File: src/rtl/cpu_loader_pkg.sv
// Shared types and constants for the cpu_loader host-side memory initiator.
package cpu_loader_pkg;

  localparam int unsigned DEFAULT_IMEM_AW = 9;
  localparam int unsigned DEFAULT_DMEM_AW = 10;
  localparam int unsigned IMEM_STRIDE     = 4;
  localparam int unsigned DMEM_STRIDE     = 8;

  typedef enum logic [2:0] {
    StIdle,
    StLoadI,
    StLoadD,
    StRun,
    StDumpRd,
    StDumpHold,
    StDone
  } state_e;

  // nz = {dump, run, dmem, imem} nonzero flags; picks the next phase after cur
  // that has work, or StDone when nothing remains.
  function automatic state_e next_phase(state_e cur, logic [3:0] nz);
    logic [3:0] m;
    case (cur)
      StIdle, StDone: m = 4'b1111;
      StLoadI:        m = 4'b1110;
      StLoadD:        m = 4'b1100;
      StRun:          m = 4'b1000;
      default:        m = 4'b0000;
    endcase
    m = m & nz;
    if (m[0]) return StLoadI;
    if (m[1]) return StLoadD;
    if (m[2]) return StRun;
    if (m[3]) return StDumpRd;
    return StDone;
  endfunction

endpackage

File: src/rtl/ld_counter.sv
// Up-counter with synchronous clear, count enable and terminal-count flag.
module ld_counter #(
  parameter int unsigned Width = 11
) (
  input  logic             clk,
  input  logic             arst_n,
  input  logic             clr,
  input  logic             en,
  input  logic [Width-1:0] limit,
  output logic [Width-1:0] count,
  output logic             last
);

  logic [Width-1:0] count_q;

  always_ff @(posedge clk) begin
    if (!arst_n) begin
      count_q <= '0;
    end else if (clr) begin
      count_q <= '0;
    end else if (en) begin
      count_q <= count_q + Width'(1);
    end
  end

  assign count = count_q;
  // Only meaningful while limit is nonzero, which the FSM guarantees.
  assign last  = (count_q == limit - Width'(1));

endmodule

File: src/rtl/cpu_loader.sv
// Loads imem/dmem images over a stream, runs the core for a set cycle count,
// then streams a region of dmem back out.
module cpu_loader
  import cpu_loader_pkg::*;
#(
  parameter int unsigned IMEM_AW = DEFAULT_IMEM_AW,
  parameter int unsigned DMEM_AW = DEFAULT_DMEM_AW
) (
  input  logic               clk,
  input  logic               arst_n,
  input  logic               start,
  input  logic [IMEM_AW:0]   imem_len,
  input  logic [DMEM_AW:0]   dmem_len,
  input  logic [31:0]        run_cycles,
  input  logic [DMEM_AW:0]   dump_len,
  input  logic               s_valid,
  output logic               s_ready,
  input  logic [63:0]        s_data,
  output logic               m_valid,
  input  logic               m_ready,
  output logic [63:0]        m_data,
  output logic [63:0]        addr_ext,
  output logic               wen_ext,
  output logic               ren_ext,
  output logic [31:0]        wdata_ext,
  input  logic [31:0]        rdata_ext,
  output logic [63:0]        addr_ext_2,
  output logic               wen_ext_2,
  output logic               ren_ext_2,
  output logic [63:0]        wdata_ext_2,
  input  logic [63:0]        rdata_ext_2,
  output logic               cpu_enable,
  output logic               busy,
  output logic               done
);

  localparam int unsigned CntW = DMEM_AW + 1;

  state_e state_q, state_d;

  logic [IMEM_AW:0] imem_len_q;
  logic [DMEM_AW:0] dmem_len_q, dump_len_q;
  logic [31:0]      run_cycles_q;

  logic            latch;
  logic [3:0]      nz_in, nz_q;
  logic [CntW-1:0] cnt, cnt_limit;
  logic            cnt_last, cnt_clr, cnt_en;
  logic [31:0]     unused_run_cnt;
  logic            run_last;

  logic        m_valid_q, m_valid_d;
  logic [63:0] m_data_q, m_data_d;
  logic        cpu_enable_q, busy_q, done_q;

  logic unused_rdata;
  assign unused_rdata = ^rdata_ext;

  assign nz_in = {dump_len != '0, run_cycles != '0, dmem_len != '0, imem_len != '0};
  assign nz_q  = {dump_len_q != '0, run_cycles_q != '0, dmem_len_q != '0, imem_len_q != '0};

  always_comb begin
    cnt_limit = '0;
    case (state_q)
      StLoadI:              cnt_limit = CntW'(imem_len_q);
      StLoadD:              cnt_limit = dmem_len_q;
      StDumpRd, StDumpHold: cnt_limit = dump_len_q;
      default:              cnt_limit = '0;
    endcase
  end

  always_comb begin
    state_d   = state_q;
    latch     = 1'b0;
    cnt_en    = 1'b0;
    m_valid_d = m_valid_q;
    m_data_d  = m_data_q;
    case (state_q)
      StIdle, StDone: begin
        if (start) begin
          latch   = 1'b1;
          state_d = next_phase(StIdle, nz_in);
        end
      end
      StLoadI, StLoadD: begin
        if (s_valid) begin
          cnt_en = 1'b1;
          if (cnt_last) state_d = next_phase(state_q, nz_q);
        end
      end
      StRun: begin
        if (run_last) state_d = next_phase(StRun, nz_q);
      end
      StDumpRd: state_d = StDumpHold;
      StDumpHold: begin
        // First hold cycle captures the read data; m_valid rises after it.
        if (!m_valid_q) begin
          m_valid_d = 1'b1;
          m_data_d  = rdata_ext_2;
        end else if (m_ready) begin
          m_valid_d = 1'b0;
          cnt_en    = 1'b1;
          state_d   = cnt_last ? StDone : StDumpRd;
        end
      end
      default: state_d = StIdle;
    endcase
  end

  // Word count restarts on every phase change except within the dump loop.
  assign cnt_clr = (state_d != state_q) && !(state_q == StDumpRd ||
                   (state_q == StDumpHold && state_d == StDumpRd));

  ld_counter #(.Width(CntW)) u_word_cnt (
    .clk    (clk),
    .arst_n (arst_n),
    .clr    (cnt_clr),
    .en     (cnt_en),
    .limit  (cnt_limit),
    .count  (cnt),
    .last   (cnt_last)
  );

  ld_counter #(.Width(32)) u_run_cnt (
    .clk    (clk),
    .arst_n (arst_n),
    .clr    (state_q != StRun),
    .en     (state_q == StRun),
    .limit  (run_cycles_q),
    .count  (unused_run_cnt),
    .last   (run_last)
  );

  always_ff @(posedge clk) begin
    if (!arst_n) begin
      state_q      <= StIdle;
      imem_len_q   <= '0;
      dmem_len_q   <= '0;
      run_cycles_q <= '0;
      dump_len_q   <= '0;
      m_valid_q    <= 1'b0;
      m_data_q     <= '0;
      cpu_enable_q <= 1'b0;
      busy_q       <= 1'b0;
      done_q       <= 1'b0;
    end else begin
      state_q <= state_d;
      if (latch) begin
        imem_len_q   <= imem_len;
        dmem_len_q   <= dmem_len;
        run_cycles_q <= run_cycles;
        dump_len_q   <= dump_len;
      end
      m_valid_q    <= m_valid_d;
      m_data_q     <= m_data_d;
      cpu_enable_q <= (state_d == StRun);
      busy_q       <= !(state_d inside {StIdle, StDone});
      done_q       <= (state_d == StDone);
    end
  end

  // Strobes are gated by reset so nothing reaches memory while it is held.
  logic in_load_i, in_load_d, in_dump_rd;
  assign in_load_i  = arst_n && (state_q == StLoadI);
  assign in_load_d  = arst_n && (state_q == StLoadD);
  assign in_dump_rd = arst_n && (state_q == StDumpRd);

  assign s_ready     = in_load_i || in_load_d;
  assign wen_ext     = in_load_i && s_valid;
  assign ren_ext     = 1'b0;
  assign addr_ext    = in_load_i ? 64'(cnt) * 64'(IMEM_STRIDE) : '0;
  assign wdata_ext   = in_load_i ? s_data[31:0] : '0;
  assign wen_ext_2   = in_load_d && s_valid;
  assign ren_ext_2   = in_dump_rd;
  assign addr_ext_2  = (in_load_d || in_dump_rd) ? 64'(cnt) * 64'(DMEM_STRIDE) : '0;
  assign wdata_ext_2 = in_load_d ? s_data : '0;

  assign m_valid    = m_valid_q;
  assign m_data     = m_data_q;
  assign cpu_enable = cpu_enable_q;
  assign busy       = busy_q;
  assign done       = done_q;

endmodule
File: config.mk
export PLATFORM = sky130hd
export DESIGN_NAME = cpu_loader
export DESIGN_NICKNAME = d
export VERILOG_FILES = /design/src/rtl/cpu_loader_pkg.sv /design/src/rtl/ld_counter.sv /design/src/rtl/cpu_loader.sv
export SDC_FILE = /design/constraint.sdc
export NUM_CORES = 1
export LEC_CHECK = 0
export BUFFER_PORTS_ARGS = -buffer_cell sky130_fd_sc_hd__buf_2
export CORE_AREA = 2 2 202 204
export DETAILED_ROUTE_END_ITERATION = 10
export DIE_AREA = 0 0 204 206
export PLACE_DENSITY = 0.55
export SLEW_MARGIN = 30
export SYNTH_ARGS = -nofsm -noshare
export SYNTH_HDL_FRONTEND = slang
export SYNTH_SLANG_ARGS = --single-unit
File: constraint.sdc
create_clock -name clk -period 11.7 [get_ports clk]
set_input_delay 0.585 -clock clk [delete_from_list [all_inputs] [get_ports clk]]
set_output_delay 0.585 -clock clk [all_outputs]
set_load 0.1 [all_outputs]
==> Yosys cells after proc, flatten, opt, wreduce, memory -nomap -nowiden <==
Cells that the tools add are included.
Widths: inputs -> output; s select.
{ "totals": {"output_inout_bits": 297, "wordCells": 174, "in_bits": 229, "ff_bits": 178} }
{ "op_classes": {"bitwise": 5, "n_mux": 111, "reduce_logical": 29, "eq_ne": 13, "add_sub_neg": 4} }
{ "ops": {"columns": ["operator", "n"], "rows": [
  ["$mux 3", 30],
  ["$mux 1", 65],
  ["$mux 64", 1],
  ["$reduce_bool 32->1", 2],
  ["$reduce_bool 11->1", 4],
  ["$pmux 11 s3", 1],
  ["$add 32x1->32 const B", 1],
  ["$eq 32x32->1", 1],
  ["$mux 32", 1],
  ["$sub 32x1->32 const B", 1],
  ["$mux 4", 7],
  ["$reduce_bool 10->1", 2],
  ["$pmux 4 s4", 1],
  ["$eq 3x3->1 const B", 5],
  ["$pmux 3 s5", 1],
  ["$mux 14", 1],
  ["$mux 13", 1],
  ["$and 4x4->4", 3],
  ["$add 11x1->11 const B", 1],
  ["$eq 11x11->1", 1],
  ["$sub 11x1->11 const B", 1],
  ["$reduce_or 2->1", 5],
  ["$eq 3x2->1 const B", 3],
  ["$logic_and 1x1->1", 7],
  ["other kinds (11)", 16]
]} }

==> Logic depth before layout (Yosys ltp) <==
{ "depth": {"depth_word": 41, "ltp_mapped": 17, "mapped_depth_nobuf": 14} }

==> Modules after synthesis <==
A second synthesis with hierarchy kept.
{ "hier_totals": {"hier_cells": 1385, "hier_area_um2": 10376.2} }
{ "by_module_without_submodules": {"columns": ["module", "seq_area_each_um2", "cells_each", "instances", "area_per_inst_um2"], "rows": [
  ["cpu_loader", 2702.6, 967, 1, 7055.5],
  ["ld_counter (u_run_cnt)", 640.6, 309, 1, 2463.6],
  ["ld_counter (u_word_cnt)", 220.2, 109, 1, 857.1]
]} }

==> Worst setup path after synthesis <==
No wires, ideal clock.
{ "synth_timing": {"path_kind": "flip-flop to output port", "start": "register state_q[2]", "end": "output port addr_ext_2[10]", "path_slack_ns": 6.991, "path_stages_with_launch": 8, "t_required_ns": 11.115, "path_buffers": 3, "arrival_time_ns": 4.124, "cell_sequence": "dfxtp_1 clkbuf_1 clkbuf_1 nand2b_1 nor2_1 nor2_1 clkbuf_1 nor2b_1"} }
{ "synth_via": {"elab_chain_len": 4, "elab_cells_between_ends": 6, "cone_classes": "2 x eq/ne; 1 x mux; 3 x reduce/logical"} }
{ "synth_lines": {"columns": ["element", "line_no", "source"], "rows": [
  ["from (decl)", "cpu_loader.sv:39", "state_e state_q, state_d;"],
  ["from (signal assigned)", "cpu_loader.sv:136", "state_q <= StIdle;"],
  ["from (signal assigned)", "cpu_loader.sv:147", "state_q <= state_d;"],
  ["$eq 3x3->1", "cpu_loader.sv:166", "assign in_dump_rd = arst_n && (state_q == StDumpRd);"],
  ["$logic_and 1x1->1", "cpu_loader.sv:166", null],
  ["named net ren_ext_2", "cpu_loader.sv:29", "output logic ren_ext_2,"],
  ["$logic_or 1x1->1", "cpu_loader.sv:175", "assign addr_ext_2 = (in_load_d || in_dump_rd) ? 64'(cnt) * 64'(DMEM_STRIDE) : '0;"],
  ["$mux 14", "cpu_loader.sv:175", null],
  ["to (decl)", "cpu_loader.sv:27", "output logic [63:0] addr_ext_2,"]
]} }
The timed path passes the listed nets, and every way through them passes these cells.

==> Worst setup path in the final report <==
{ "layout_timing": {"start": "register state_q[2]", "end": "register u_word_cnt.count_q[0], in the netlist u_word_cnt.count[0]"} }
{ "layout_via": {"elab_chain_len": 27, "elab_cells_between_ends": 63, "cone_classes": "1 x add/sub; 9 x eq/ne; 43 x mux; 1 x bitwise; 9 x reduce/logical"} }
{ "layout_lines": {"columns": ["element", "line_no", "source"], "rows": [
  ["$eq 3x3->1 or $logic_not 3->1 (tied branches)", "cpu_loader_pkg.sv:23, cpu_loader.sv:78", null],
  ["$reduce_or 2->1", "cpu_loader_pkg.sv:23, cpu_loader.sv:78", null],
  ["$pmux 4 s4", "cpu_loader_pkg.sv:23", "case (cur)"],
  ["$mux 4", "cpu_loader.sv:88", "if (cnt_last) state_d = next_phase(state_q, nz_q);"],
  ["$mux 4", "cpu_loader.sv:86", "if (s_valid) begin"],
  ["$mux 4", "cpu_loader.sv:78", "case (state_q)"],
  ["$and 4x4->4", "cpu_loader_pkg.sv:30", "m = m & nz;"],
  ["$mux 1 (2 in a row)", "cpu_loader_pkg.sv:34", "if (m[3]) return StDumpRd;"],
  ["(+10 left out)", null, null],
  ["$mux 3", "cpu_loader.sv:86", null],
  ["$pmux 3 s5", "cpu_loader.sv:78", null],
  ["$eq 3x3->1", "cpu_loader.sv:112", "(state_q == StDumpHold && state_d == StDumpRd));"],
  ["$logic_and 1x1->1", "cpu_loader.sv:112", null],
  ["$logic_or 1x1->1", "cpu_loader.sv:111", "assign cnt_clr = (state_d != state_q) && !(state_q == StDumpRd ||"],
  ["$logic_not 1->1", "cpu_loader.sv:111", null],
  ["$logic_and 1x1->1", "cpu_loader.sv:111", null],
  ["$reduce_or 2->1 (no line)", null, null],
  ["to (signal assigned)", "ld_counter.sv:22", "count_q <= count_q + Width'(1);"],
  ["to (decl)", "ld_counter.sv:14", "logic [Width-1:0] count_q;"]
]} }
Several ways; a longest one is shown, not always the timed one. The select of a mux whose other input is x is not followed.
A chain may end at the register's enable or synchronous reset.

==> qor.yml <==
rsz0062_at_grt: "false"
drtIter0Drc: 618
drt-vias-per-instance: 4.79
p_per_area_nw_per_um2: 121
synth.distinct_cells: 80
yosysTopAreaCellShare: 0.328
cts_buffer_depth: 2
dp_slack_ns: 6.39
setup_ws_ns: 6.38
ctsResizeCount: 0
vias: 11000
netlist_area_um2: 10900
drc: 0
slew_viol_final: 0
maxCapViolCount: 0
cts_root_buf: "clkbuf_16"
cts_buffers: 17
crit_type: "reg2reg"
period_needed_ns: 5.32
tns_ns: 0
path_delay_family: "compound AO/OA/AOI/OAI gates"
synth_warnings: 0
whs_ns: 0.380
worstPathRequired_ns: 11.99
firstDrtPassIters: 5
synth_area_leaders: "dfxtp_1 33%, nand2_1 10%, buf_4 7.4%, a21boi_0 4.8%, and3_1 4.3%"
path_buf_inv: 3
antenna_found_initial: 21
cts_htree_levels: 4
max-slew-margin-rel: 0.393
slowest_delay_ns: 0.81
gp_congestion: 0.924
overflow: 0
synth_edf_count: 0
async_reset_ff_frac: 0
skew_ns: 0.0145
critPathSlowestCell: "a221oi_2"
post-cts-setup-buffer-count: 0
postRouteWirelength_mm: 43.3
netlist_top_cells_count: "300 x nand2_1, 178 x dfxtp_1, 107 x buf_4"
multi_input_area_um2: 6540
grt_usage: 0.196
fillers: 4336
dieArea_um2: 42000
layout-drive-gt1-share: 0.265
layout.nets: 1981
initial_utilization: 0.270
dieWidth_um: 204
cp_common_cell: "buf_4"
p_leak_nw: 6.05
clkLatencyLatePin_ns: 0.44
synth_flop_cell: "dfxtp_1"
fp-row-count: 74
path_max_fanout: 32
area_growth_pct: 24.0
postSynthCellCount: 1418
cp-end-kind: "register"
ant_nets: 0
ys_seq_area_frac: 0.328
grt_max_degree: 81
setup_viol: 0
post-dp-hpwl_mm: 34.2
cts.clk_slew.worst_paths_ns: 0.08
ys_ff_latch: 178
register_area_um2: 3560
die_h_um: 206
worstHoldPathType: "in2reg"
cts.sinks: 178
synth.largest_area_cell: "dfxtp_1"
cts-hold-fix-buffers: 0
min_period_over_period: 0.454
hold_violations: 0
ioPinCount: 526
startpoint_type: "register"
max_freq_ghz: 0.188
worst_pin_slew_ns: 0.911
cts_tree: "done"
crit_path_cell_trace: "buf_4 > nor2b_1 > buf_4 > a211oi_2 > ha_1 > inv_1 > a2111oi_0 > and3_1 > a21oi_1 > o21ba_2 > a2111oi_4 > nand2_1 > mux2i_1 > or3_1 > a221oi_2 > nor2_1"
synth_area_per_cell_um2: 7.66
outcome: "completed"
coreArea_um2: 40200
crit_arrival_ns: 5.61
synth.most_common_cell: "nand2_1"
vdd_drop_max_mv: 0.0662
wl_per_cell_um: 18.8
grt_pass1_wl_mm: 62.1
grt_pass1_vias: 10100
io_buffers: 386
## state kept, by name, indices dropped and copies added (netlist names)
name              cells
cpu_enable            1
dump_len_q           11
u_run_cnt.count      32
done                  1
u_word_cnt.count     11
m_valid               1
m_data               64
state_q               3
dmem_len_q           11
busy                  1
imem_len_q           10
run_cycles_q         32
## cells by family (layout without fill, tap and decap cells)
logic type / after synthesis / after routing / share of synthesized area
buffers and inverters: 210 / 446 / 0.111
AO/OA/AOI/OAI: 220 / 220 / 0.144
multiplexers: 3 / 3 / 0.00322
adder cells (fa/ha/maj): 5 / 5 / 0.00576
other: 1 / 112 / 0.000345
flip-flops: 178 / 178 / 0.328
XOR/XNOR: 92 / 92 / 0.0754
AND/OR/NAND/NOR: 709 / 709 / 0.332
## per-stage QoR
stage	cells	power, W	instance area, um^2	utilization
after global routing	2295	0.00170	13500	0.335
after CTS	2292	0.00165	13500	0.335
after floorplan	1524	0.000994	11300	-
final	2297	0.00164	13500	0.335
after detailed placement	2260	0.00106	12900	0.320
after global placement	2259	0.00105	12800	0.319
## worst paths after layout
check                             startpoint                                to  slack (ns)  depth (start not counted)
hold reg to reg   imem_len_q[1]$_SDFFE_PN0P_        imem_len_q[1]$_SDFFE_PN0P_        0.45                          2
hold / removal                rdata_ext_2[5]            m_data[5]$_SDFFE_PN0P_        0.38                          3
setup reg to reg       state_q[2]$_SDFF_PN0_  u_word_cnt.count[0]$_SDFFE_PP0P_        6.38                         16
setup / recovery       state_q[2]$_SDFF_PN0_  u_word_cnt.count[0]$_SDFFE_PP0P_        6.38                         16
## area by class of cell
type                            count  share of cell area
Sequential cell                   178               0.264
Tap cell                          532              0.0494
Multi-Input combinational cell   1136               0.485
Antenna cell                        5            0.000928
Clock inverter                     12              0.0109
Inverter                           15             0.00418
Timing Repair Buffer              399               0.152
Clock buffer                       20              0.0331
## worst min-delay path: cells and delay by family
| family | cells | cell delay [ns] |
|---|---|---|
| AO/OA/AOI/OAI | 1 | 0.05 |
| buffers and inverters | 1 | 0.09 |
| AND/OR/NAND/NOR | 1 | 0.05 |
## layer usage
layer  GRT usage  vias up  share of wire
li1            -     5325              -
met1       0.235     5113           0.42
met2       0.336      464           0.47
met3      0.0588       72          0.081
met4      0.0644       26          0.026
met5           0        -         0.0039
## power by group
part	switching, W	internal (W)	total (W)
combinational	0.000313	0.0000924	0.000405
clock	0.000266	0.000326	0.000592
sequential	0.0000190	0.000620	0.000639
total	0.000598	0.00104	0.00164
## placed cells by master, fill, tap and decap left out, types with 14 or more instances in the layout
cell type  Yosys  layout
nand2_1      300     299
nand4_1       20      20
buf_2          5     386
dfxtp_1      178     178
conb_1         1     107
nor4bb_1      18      18
and2_1        50      50
xor2_1        44      44
nor4_1        34      33
inv_1         14      14
nor2_1        82      80
nand3_1       33      32
clkbuf_16      0      17
nor2b_1       20      19
xnor2_1       47      47
a21boi_0      69      69
a21oi_1       73      73
and3_1        74      74
nor3_1        19      17
No activity file was read; power rests on OpenSTA's default activity.
